### src/rtl/alu_seq.sv
// alu_seq: handshaked ALU (AND/OR/ADD/SUB/SLT/XOR/NOR) with registered result and flags.
// Define ALU_SEQ_MUL_EN to build op 111 as an iterative unsigned shift-add multiplier.
module alu_seq #(
    parameter int WIDTH = 32
) (
    input  logic             clk,
    input  logic             rst,
    input  logic             in_valid,
    output logic             in_ready,
    input  logic [WIDTH-1:0] a,
    input  logic [WIDTH-1:0] b,
    input  logic [2:0]       op,
    input  logic             carry_in,
    output logic             out_valid,
    input  logic             out_ready,
    output logic [WIDTH-1:0] result,
    output logic             carry_out,
    output logic             overflow,
    output logic             zero
);
`ifdef ALU_SEQ_MUL_EN
    localparam int CW = $clog2(WIDTH) + 1;
    typedef enum logic [1:0] {S_IDLE, S_MUL, S_DONE} state_t;
    logic [CW-1:0]      cnt_q, cnt_d;
    logic [WIDTH-1:0]   a_q, a_d;
    logic [2*WIDTH-1:0] prod_q, prod_d;
    logic [WIDTH:0]     step;
`else
    typedef enum logic [1:0] {S_IDLE, S_DONE} state_t;
`endif
    state_t           state_q, state_d;
    logic             valid_q, valid_d, carry_q, carry_d, ovf_q, ovf_d, zero_q, zero_d;
    logic [WIDTH-1:0] result_q, result_d;
    logic             accept, sub;
    logic [WIDTH-1:0] bb, alu_res;
    logic [WIDTH:0]   sum;
    logic             alu_c, alu_v;

    assign in_ready  = !rst && (state_q == S_IDLE || (state_q == S_DONE && out_ready));
    assign accept    = in_valid && in_ready;
    assign out_valid = valid_q;
    assign result    = result_q;
    assign carry_out = carry_q;
    assign overflow  = ovf_q;
    assign zero      = zero_q;

    // ADD and SUB share one adder; SUB is a + ~b + 1
    always_comb begin
        sub = op == 3'b011;
        bb  = sub ? ~b : b;
        sum = {1'b0, a} + {1'b0, bb} + {{WIDTH{1'b0}}, sub | (op == 3'b010 && carry_in)};
        alu_res = '0;
        alu_c   = 1'b0;
        alu_v   = 1'b0;
        case (op)
            3'b000: alu_res = a & b;
            3'b001: alu_res = a | b;
            3'b010, 3'b011: begin
                alu_res = sum[WIDTH-1:0];
                alu_c   = sum[WIDTH];
                alu_v   = (a[WIDTH-1] == bb[WIDTH-1]) && (sum[WIDTH-1] != a[WIDTH-1]);
            end
            3'b100: alu_res = {{(WIDTH-1){1'b0}}, $signed(a) < $signed(b)};
            3'b101: alu_res = a ^ b;
            3'b110: alu_res = ~(a | b);
            default: alu_res = '0;
        endcase
    end

`ifdef ALU_SEQ_MUL_EN
    assign step = {1'b0, prod_q[2*WIDTH-1:WIDTH]} + (prod_q[0] ? {1'b0, a_q} : '0);
`endif

    always_comb begin
        state_d  = state_q;
        valid_d  = valid_q;
        result_d = result_q;
        carry_d  = carry_q;
        ovf_d    = ovf_q;
        zero_d   = zero_q;
`ifdef ALU_SEQ_MUL_EN
        cnt_d    = cnt_q;
        a_d      = a_q;
        prod_d   = prod_q;
`endif
        if (state_q == S_DONE && out_ready) begin
            state_d = S_IDLE;
            valid_d = 1'b0;
        end
        if (accept) begin
`ifdef ALU_SEQ_MUL_EN
            if (op == 3'b111) begin
                state_d = S_MUL;
                valid_d = 1'b0;
                a_d     = a;
                prod_d  = {{WIDTH{1'b0}}, b};
                cnt_d   = '0;
            end else
`endif
            begin
                state_d  = S_DONE;
                valid_d  = 1'b1;
                result_d = alu_res;
                carry_d  = alu_c;
                ovf_d    = alu_v;
                zero_d   = alu_res == '0;
            end
        end
`ifdef ALU_SEQ_MUL_EN
        // low half of prod holds the unconsumed multiplier bits, shifted out LSB first
        if (state_q == S_MUL) begin
            prod_d = {step, prod_q[WIDTH-1:1]};
            cnt_d  = cnt_q + CW'(1);
            if (cnt_q == CW'(WIDTH - 1)) begin
                state_d  = S_DONE;
                valid_d  = 1'b1;
                cnt_d    = '0;
                result_d = prod_d[WIDTH-1:0];
                carry_d  = |prod_d[2*WIDTH-1:WIDTH];
                ovf_d    = 1'b0;
                zero_d   = prod_d[WIDTH-1:0] == '0;
            end
        end
`endif
    end

    always_ff @(posedge clk) begin
        if (rst) begin
            state_q  <= S_IDLE;
            valid_q  <= 1'b0;
            result_q <= '0;
            carry_q  <= 1'b0;
            ovf_q    <= 1'b0;
            zero_q   <= 1'b0;
`ifdef ALU_SEQ_MUL_EN
            cnt_q    <= '0;
            a_q      <= '0;
            prod_q   <= '0;
`endif
        end else begin
            state_q  <= state_d;
            valid_q  <= valid_d;
            result_q <= result_d;
            carry_q  <= carry_d;
            ovf_q    <= ovf_d;
            zero_q   <= zero_d;
`ifdef ALU_SEQ_MUL_EN
            cnt_q    <= cnt_d;
            a_q      <= a_d;
            prod_q   <= prod_d;
`endif
        end
    end
endmodule

### config.mk
export PLATFORM = sky130hd
export DESIGN_NAME = alu_seq
export DESIGN_NICKNAME = d
export VERILOG_FILES = /design/src/rtl/alu_seq.sv
export SDC_FILE = /design/constraint.sdc
export NUM_CORES = 1
export LEC_CHECK = 0
export CORE_ASPECT_RATIO = 0.9
export CORE_UTILIZATION = 56
export DETAILED_ROUTE_END_ITERATION = 16
export PLACE_DENSITY = 0.89
export SLEW_MARGIN = 10
export SYNTH_ARGS = -nofsm -noshare
export SYNTH_HDL_FRONTEND = slang
export SYNTH_SLANG_ARGS = --single-unit
### constraint.sdc
create_clock -name clk -period 7.4 [get_ports clk]
set_clock_uncertainty 0.15 [all_clocks]
set_input_delay 1.48 -clock clk [delete_from_list [all_inputs] [get_ports clk]]
set_output_delay 1.48 -clock clk [all_outputs]
set_load 0.05 [all_outputs]
---- Word level (Yosys, flattened, before mapping) ----
Cells that the tools add are included.
word-level totals
  register bits after elaboration ......... 37
  latch bits .............................. 0
  memory bits (writable) .................. 0
  memory bits (read-only) ................. 0
  bits of input ports ..................... 72
  output and inout port bits .............. 37
  logic and storage cells ................. 43
  memories ................................ 0
operators by class
  $add $sub $neg .......................... 2
  $mul .................................... 0
  div/mod/pow operators ................... 0
  magnitude comparators ................... 1
  equal/unequal tests ..................... 8
  shifts and indexed selects .............. 0
  muxes and demuxes ....................... 8
  bitwise logic cells ..................... 6
  reduce and logical (&&, ||, !) cells .... 12
operators with widths
  operator                                                          number
  32-bit case mux with 6 select lines                               1
  32-bit NOT                                                        2
  32-bit by 32-bit adder with 33-bit output                         1
  33-bit by 1-bit adder with 33-bit output                          1
  32-bit AND                                                        1
  32-bit logical NOT                                                1
  32-bit < comparator                                               1
  32-bit 2-to-1 mux                                                 1
  32-bit bitwise OR                                                 1
  32-bit XOR                                                        1
  3-bit == test (second input constant)                             3
  3-bit by 2-bit == test with 1-bit output (second input constant)  2
  1-bit 2-to-1 mux                                                  6
  1-bit logical AND                                                 5
  3-bit by 1-bit == test with 1-bit output (second input constant)  1
  3-bit logical NOT                                                 1
  2-bit logical NOT                                                 1
  2-bit nonzero test                                                1
  2-bit OR reduction                                                1
  1-bit == test                                                     1
  1-bit logical NOT                                                 1
  1-bit logical OR                                                  1
  1-bit != test                                                     1
  1-bit bitwise OR                                                  1

---- Depth between registers and ports, before layout ----
Gate-level depths: netlist of run 1.
  depth in word-level cells ............... 7
  gate-level depth with buffers ........... 20
  gate-level depth less buffers ........... 16

---- Worst setup path before layout of run 1 ----
Ideal clock, no wire load.
  path type ............................... input port to flip-flop
  start point ............................. input op[1]
  end point ............................... register zero_q, in the netlist zero
  setup time .............................. 96 ps
  data arrival time ....................... 6,265 ps
  path slack .............................. 889 ps
  stages on the path ...................... 20
  buffers on the path ..................... 4
  cells stage by stage .................... clkbuf_1 nor2b_1 clkbuf_1 buf_1 nand2_1 buf_1 xnor2_1 fa_1 inv_1 fa_1 nand2b_1 a21oi_1 o21ai_0 a2111oi_2 or2_2 xnor2_1 a222oi_1 nand2_1 or4_1 o41ai_2
between the ends
  word-level cells in the longest chain between the ends .. 6
  elaborated cells on any way between the ends .. 15
ends and longest elaborated chain
  item                                                                                  line        source
  from (decl)                                                                           12          input logic [2:0] op,
  3-bit by 2-bit == test with 1-bit output, on equally long branches                    49, 55, 51
  32-bit 2-to-1 mux / 1-bit logical AND (equally long branches)                         50, 51
  32-bit by 32-bit adder with 33-bit output / 1-bit bitwise OR (equally long branches)  51          sum = {1'b0, a} + {1'b0, bb} + {{WIDTH{1'b0}}, sub | (op == 3'b010 && carry_in)};
  33-bit by 1-bit adder with 33-bit output                                              51
  32-bit case mux with 6 select lines (*)                                               55          case (op)
  32-bit logical NOT (*)                                                                106         zero_d = alu_res == '0;
  to (signal assigned)                                                                  146         zero_q <= zero_d;
  to (decl)                                                                             32          logic valid_q, valid_d, carry_q, carry_d, ovf_q, ovf_d, zero_q, zero_d;
Every way passes the cells marked *; elsewhere a longest branch is shown, timed or not.
A chain may end at the register's enable or synchronous reset.

---- Worst setup path in the final report of run 1 ----
Ends and elaborated chain as after synthesis.

==> reports/qor.csv, run 1 <==
metric;value;unit
global-route wire length before repair;31000;um
unrepaired setup endpoints after global routing;false;
post-detailed-route DRC marker count;0;
CTS Hold Bufs;0;
area growth from synthesis to final layout;20.8;%
startpoint-to-endpoint class of the critical path;primary input to flop;
Final #Nets;1159;
width of the die;114;um
share of the clock period used by the worst path;84.5;%
top-area cell type share of the netlist area;25.0;%
leftover overflow at the end of global routing;0;
met1 global-route usage;44.6;%
kind of end point of the critical path;flop;
top cells by area in the synthesized netlist;ha_1 25%, dfxtp_1 11%, xnor2_1 6.2%;
Post-Place Cells;1103;
minimum period implied by the final worst setup slack;6.26;ns
Worst-Skew Late Latency;0.28;ns
setup tns final;0;ns
master cell of the clock root buffer;clkbuf_16;
global-route layer with the greatest usage;met2;
leakage power figure;3.45;nW
DIE AREA;0.0118;mm^2
row count;36;
Final WS setup;1.14;ns
# IOs;109;
relative slew slack;35.1;%
number of instances in the synthesized netlist;880;
Layout fillers;884;
Max Fclk;0.160;GHz
max-cap check violation count;0;
nets in the synthesized netlist;1081;
post-cts gate resize count;0;
mean instance size in the synthesized netlist;7.24;um^2
input/output buffers;108;
diodes inserted;0;
routed wire length per instance;17.6;um
total number of clock tree sinks;36;
via total after detailed routing;6873;
CTS Buffer Depth;2;
Worst-Margin Slew;0.971;ns
TritonCTS Buffers;5;
Post CTS Setup Buffer Count;0;
fraction of final layout cells sized beyond drive strength 1;2.71;%
clock-pin slew on the worst setup and hold paths;0.05;ns
post-placement cell area;0.00753;mm^2
initial antenna violation count;0;
DIE HEIGHT;103;um
placer congestion estimate;1.00;
part of the Yosys area used for sequential elements;11.3;%
deepest level of the CTS H-tree;2;
number of global-route vias before repair;6218;
pre-CTS WS;0.936;ns
Detailed Route WL;19600;um
Starting DRT DRC Count;749;
register bit count reported by yosys;36;
warning count from the yosys run;0;
Core Area;0.0109;mm^2
GRT Overall Usage;33.5;%
outcome;finished, final reports clean;
cell type with the largest total area after synthesis;ha_1;
final setup violation count;0;
number of optimization iterations in the first detailed-route pass;7;
async set-or-reset flop fraction in the synthesized netlist;0;%
GRT met2 Usage;53.0;%
largest net degree at the start of global routing;60;
cell area after technology mapping;0.00637;mm^2
CP Data Required Time;7.43;ns
Vias per Instance;6.19;
Post-DP HPWL;15200;um
hold violation count in the final report;0;
met3 global-route usage;6.41;%
arrival time reported for the critical path endpoint;6.29;ns
Max Transition Viols Final;0;
cell area after layout;0.00769;mm^2
Synth cell types;59;
highest net fanout along the worst path;12;
Finished Core Util;70.3;%
maximum vdd ir drop;0.0864;mV
min-delay worst type;flop to flop;
post-route antenna net violation count;0;
nature of the critical path startpoint;primary input;
Pwr per Cell Area;136;mW/mm^2
most frequently used flop master after synthesis;dfxtp_1;
Final Non-Filler Cells;1111;
TritonCTS clock tree;built;
initial standard-cell utilization of the core;58.2;%
EDFF count, synth;0;
per-stage QoR:
step / hold slack [ns] / power (mW)
3_3_place_gp: 0.308 / 0.788
2_1_floorplan: 0.526 / 0.614
3_5_place_dp: 0.318 / 0.797
5_1_grt: 0.347 / 1.10
6_report: 0.327 / 1.05
4_1_cts: 0.325 / 1.03
flip-flops by register name, indices dropped and copies added, names as in the netlist:
register   count
carry_out      1
overflow       1
result        32
state_q        1
zero           1
worst paths after layout:
check	slack, ns	depth (start not counted)	endpoint	start
worst max register to register	4.52	11	zero	state_q[0]
worst min-delay path	0.33	2	overflow	overflow
worst max-delay path	1.14	17	zero	op[1]
worst min register to register	0.33	2	overflow	overflow
critical path, stage by stage:
cell and delay, ns:
clkdlybuf4s50_1 0.46, nor2b_2 0.20, nand2_2 0.29, xnor2_1 0.30, fa_1 0.25, inv_1 0.06, fa_1 0.37, nand2b_1 0.19
a21oi_1 0.31, o21ai_0 0.23, and2_1 0.25, o221ai_1 0.24, xor2_1 0.10, a221oi_1 0.59, nand4_1 0.18, or4_1 0.51
o41ai_2 0.27
synth_stat cells, types with 12 or more instances:
cell	instances
nand2b_1	18
nor2_1	62
dfxtp_1	36
inv_1	92
xnor2_1	45
a21oi_1	67
nand3_1	17
clkbuf_1	31
ha_1	127
o21ai_0	72
a22oi_1	17
nand3b_1	31
a221oi_1	12
nand2_1	82
report_power, final:
part,switching (mW),internal (mW)
clock network,0.0772,0.158
logic,0.362,0.230
registers,0.00886,0.210
total,0.448,0.599
cell usage in the layout, fill, tap and decap left out, types with 9 or more instances in the layout:
cell type and count:
a211oi_1 9, a21oi_1 67, a221oi_1 12, a22oi_1 17, buf_4 10, clkdlybuf4s50_1 108, dfxtp_1 36, ha_1 127
inv_1 92, nand2_1 81, nand2b_1 18, nand3_1 17, nand3b_1 31, nand4_1 9, nor2_1 61, nor2b_1 9
o21ai_0 72, o221ai_1 9, xnor2_1 45
logic make-up (layout without fill, tap and decap cells):
| logic type | count (synthesis) | after routing | share of synthesized area (%) |
|---|---|---|---|
| adders and majority gates | 129 | 129 | 25.6 |
| buffers and inverters | 139 | 218 | 8.41 |
| xor gates and xnor gates | 53 | 53 | 7.29 |
| DFF | 36 | 36 | 11.3 |
| muxes | 9 | 9 | 1.43 |
| AOI/OAI and AO/OA | 250 | 250 | 25.2 |
| and+or+nand+nor | 264 | 264 | 20.8 |
layout make-up:
cell class | count | area [um^2] | share of cell area (%)
clock buffer | 6 | 129 | 1.67
inverter | 92 | 345 | 4.49
timing repair buffer | 118 | 1160 | 15.0
sequential | 36 | 721 | 9.37
tap | 152 | 190 | 2.47
multi-input combinational | 705 | 5120 | 66.5
clock inverter | 2 | 35.0 | 0.455
per-layer routing:
layer	share of wire, %	wire length [um]
met5	0	0
met2	43	8390
met4	3.0	590
met1	42	8300
met3	12	2260
No activity file was read; power rests on OpenSTA's default activity.
==> run 2, diff against run 1 <==
--- a/config.mk
+++ b/config.mk
@@ -6,9 +6,9 @@
 export NUM_CORES = 1
 export LEC_CHECK = 0
 export CORE_ASPECT_RATIO = 0.9
-export CORE_UTILIZATION = 56
+export CORE_UTILIZATION = 50
 export DETAILED_ROUTE_END_ITERATION = 16
-export PLACE_DENSITY = 0.89
+export PLACE_DENSITY = 0.84
 export SLEW_MARGIN = 10
 export SYNTH_ARGS = -nofsm -noshare
 export SYNTH_HDL_FRONTEND = slang
==> constraint.sdc (replaced) <==
create_clock -name clk -period 5.5 [get_ports clk]
set_clock_uncertainty 0.15 [all_clocks]
set_input_delay 1.1 -clock clk [delete_from_list [all_inputs] [get_ports clk]]
set_output_delay 1.1 -clock clk [all_outputs]
set_load 0.05 [all_outputs]
==> reports/qor.csv, run 2 (synthesis results as in run 1) <==
metric;value;unit;change
most frequent cells in the layout;127 x ha_1, 108 x clkdlybuf4s50_1, 92 x inv_1, 81 x nand2_1, 72 x o21ai_0;;unchanged
number of cells on the worst reg-to-reg path;12;;was 11
fraction of final layout cells sized beyond drive strength 1;8.66;%;was 2.71%
width of the die;121;um;was 114 um
worst hold slack after final layout;0.327;ns;about the same
arrival time reported for the critical path endpoint;5.28;ns;was 6.29 ns
reg2reg setup slack;2.74;ns;was 4.52 ns
kind of end point of the critical path;flop;;unchanged
clock-pin slew on the worst setup and hold paths;0.05;ns;about the same
max-cap check violation count;0;;unchanged
hold violation count in the final report;0;;unchanged
diodes inserted;0;;unchanged
Core Area;0.0122;mm^2;was 0.0109 mm^2
Worst-Margin Slew;0.880;ns;was 0.971 ns
post-placement cell area;0.00798;mm^2;was 0.00753 mm^2
leftover overflow at the end of global routing;0;;unchanged
# IOs;109;;unchanged
routed wire length per instance;17.0;um;was 17.6 um
Worst-Skew Late Latency;0.27;ns;was 0.28 ns
WHS Path Cells;2;;unchanged
unrepaired setup endpoints after global routing;false;;unchanged
Final WS setup;0.248;ns;was 1.14 ns
share of the clock period used by the worst path;95.5;%;
Pwr per Cell Area;178;mW/mm^2;was 136 mW/mm^2
pre-CTS WS;-0.0699;ns;was 0.936 ns
relative slew slack;41.2;%;was 35.1%
DIE HEIGHT;109;um;was 103 um
Worst Hold Endpoint;result[8];;was overflow
TritonCTS clock tree;built;;unchanged
via total after detailed routing;6871;;was 6873
power after layout;1.45;mW;was 1.05 mW
Starting DRT DRC Count;817;;was 749
Max Transition Viols Final;0;;unchanged
worst reg2reg endpoint;zero;;unchanged
Post-DP HPWL;15800;um;was 15200 um
CTS Hold Bufs;0;;unchanged
row count;38;;was 36
CTS Buffer Depth;2;;unchanged
post-route antenna net violation count;0;;unchanged
Vias per Instance;5.84;;was 6.19
placer congestion estimate;1.01;;was 1.00
number of global-route vias before repair;6450;;was 6218
nature of the critical path startpoint;primary input;;unchanged
highest net fanout along the worst path;5;;was 12
post-detailed-route DRC marker count;0;;unchanged
hold path startpoint;result[8];;was overflow
final setup violation count;0;;unchanged
maximum vdd ir drop;0.139;mV;was 0.0864 mV
largest net degree at the start of global routing;52;;was 60
GRT Overall Usage;30.5;%;was 33.5%
leakage power figure;3.73;nW;was 3.45 nW
min-delay worst type;flop to flop;;unchanged
outcome;finished, final reports clean;;unchanged
TritonCTS Buffers;5;;unchanged
Final #Nets;1217;;was 1159
input/output buffers;108;;unchanged
Finished Core Util;66.8;%;was 70.3%
most common cell after layout, fill and taps aside;ha_1;;unchanged
Max Fclk;0.190;GHz;
DIE AREA;0.0132;mm^2;was 0.0118 mm^2
launch point of the worst reg-to-reg path;state_q[0];;unchanged
Largest register FFs;32;;unchanged
cell area after layout;0.00816;mm^2;was 0.00769 mm^2
Detailed Route WL;20000;um;was 19600 um
startpoint-to-endpoint class of the critical path;primary input to flop;;unchanged
area growth from synthesis to final layout;28.1;%;was 20.8%
initial standard-cell utilization of the core;52.1;%;was 58.2%
deepest level of the CTS H-tree;2;;unchanged
global-route wire length before repair;32200;um;was 31000 um
master cell of the clock root buffer;clkbuf_16;;unchanged
CP Data Required Time;5.53;ns;was 7.43 ns
number of optimization iterations in the first detailed-route pass;6;;was 7
initial antenna violation count;0;;unchanged
total number of clock tree sinks;36;;unchanged
minimum period implied by the final worst setup slack;5.25;ns;
## run 2: cell count changes in the layout (fill, tap and decap cells not counted), sizes merged
cell | previous run | this run
clkbuf | 6 | 7
buf | 10 | 68
bufinv | 1 | 0
clkinv | 1 | 0
## run 2: worst max-delay path, cell delays in order
cell	delay [ns]
clkdlybuf4s50_1	0.47
nor2b_4	0.16
nand2_2	0.10
buf_4	0.17
xnor2_1	0.19
inv_1	0.09
fa_1	0.42
nand2b_1	0.19
a21oi_2	0.24
o21ai_0	0.21
a2111oi_2	0.44
or2_2	0.18
xnor2_1	0.05
a222oi_1	0.38
nand2_1	0.09
or4_1	0.54
o41ai_2	0.27
## run 2: worst max-delay path by stage
stage | start | end | slack [ns] | cells past startpoint
2_1_floorplan | op[1] | zero | 0.01 | 20
3_3_place_gp | op[1] | zero | 0.05 | 19
3_5_place_dp | op[1] | zero | -0.07 | 19
4_1_cts | op[1] | zero | 0.19 | 19
5_1_grt | op[1] | zero | 0.005 | 17
6_report | op[1] | zero | 0.25 | 17
## run 2: per-stage QoR
stage	TNS [ns]	std cells
after floorplan	0	880
after global placement	0	1168
after detailed placement	-0.0699	1168
after CTS	0	1175
after global routing	0	1176
final	0	1176
## run 2: timing repair
action                                  in CTS  in global routing
resized for setup                            0                  3
buffers inserted                             0                  1
endpoints found under the setup margin       0                  1
## run 2: metal layers
layer	up-vias	GRT usage [%]	routed length (um)
li1	3377	-	-
met1	3141	42.4	9150
met2	323	49.3	8690
met3	30	3.87	1700
met4	0	8.47	425
met5	-	0	0
## run 2: report_power, final
part	total, mW	internal (mW)	leakage, nW	switching, mW
registers	0.295	0.283	0.295	0.0119
clock network	0.288	0.190	0.0760	0.0981
logic	0.868	0.368	3.36	0.500
total	1.45	0.840	3.73	0.610
## run 2: area by class of cell
class | count | area [um^2]
inverters | 92 | 345
fillers | 1056 | 4060
multi-input cells | 705 | 5150
flip-flops and latches | 36 | 721
well taps | 160 | 200
clock buffers | 7 | 153
repair buffers | 176 | 1590
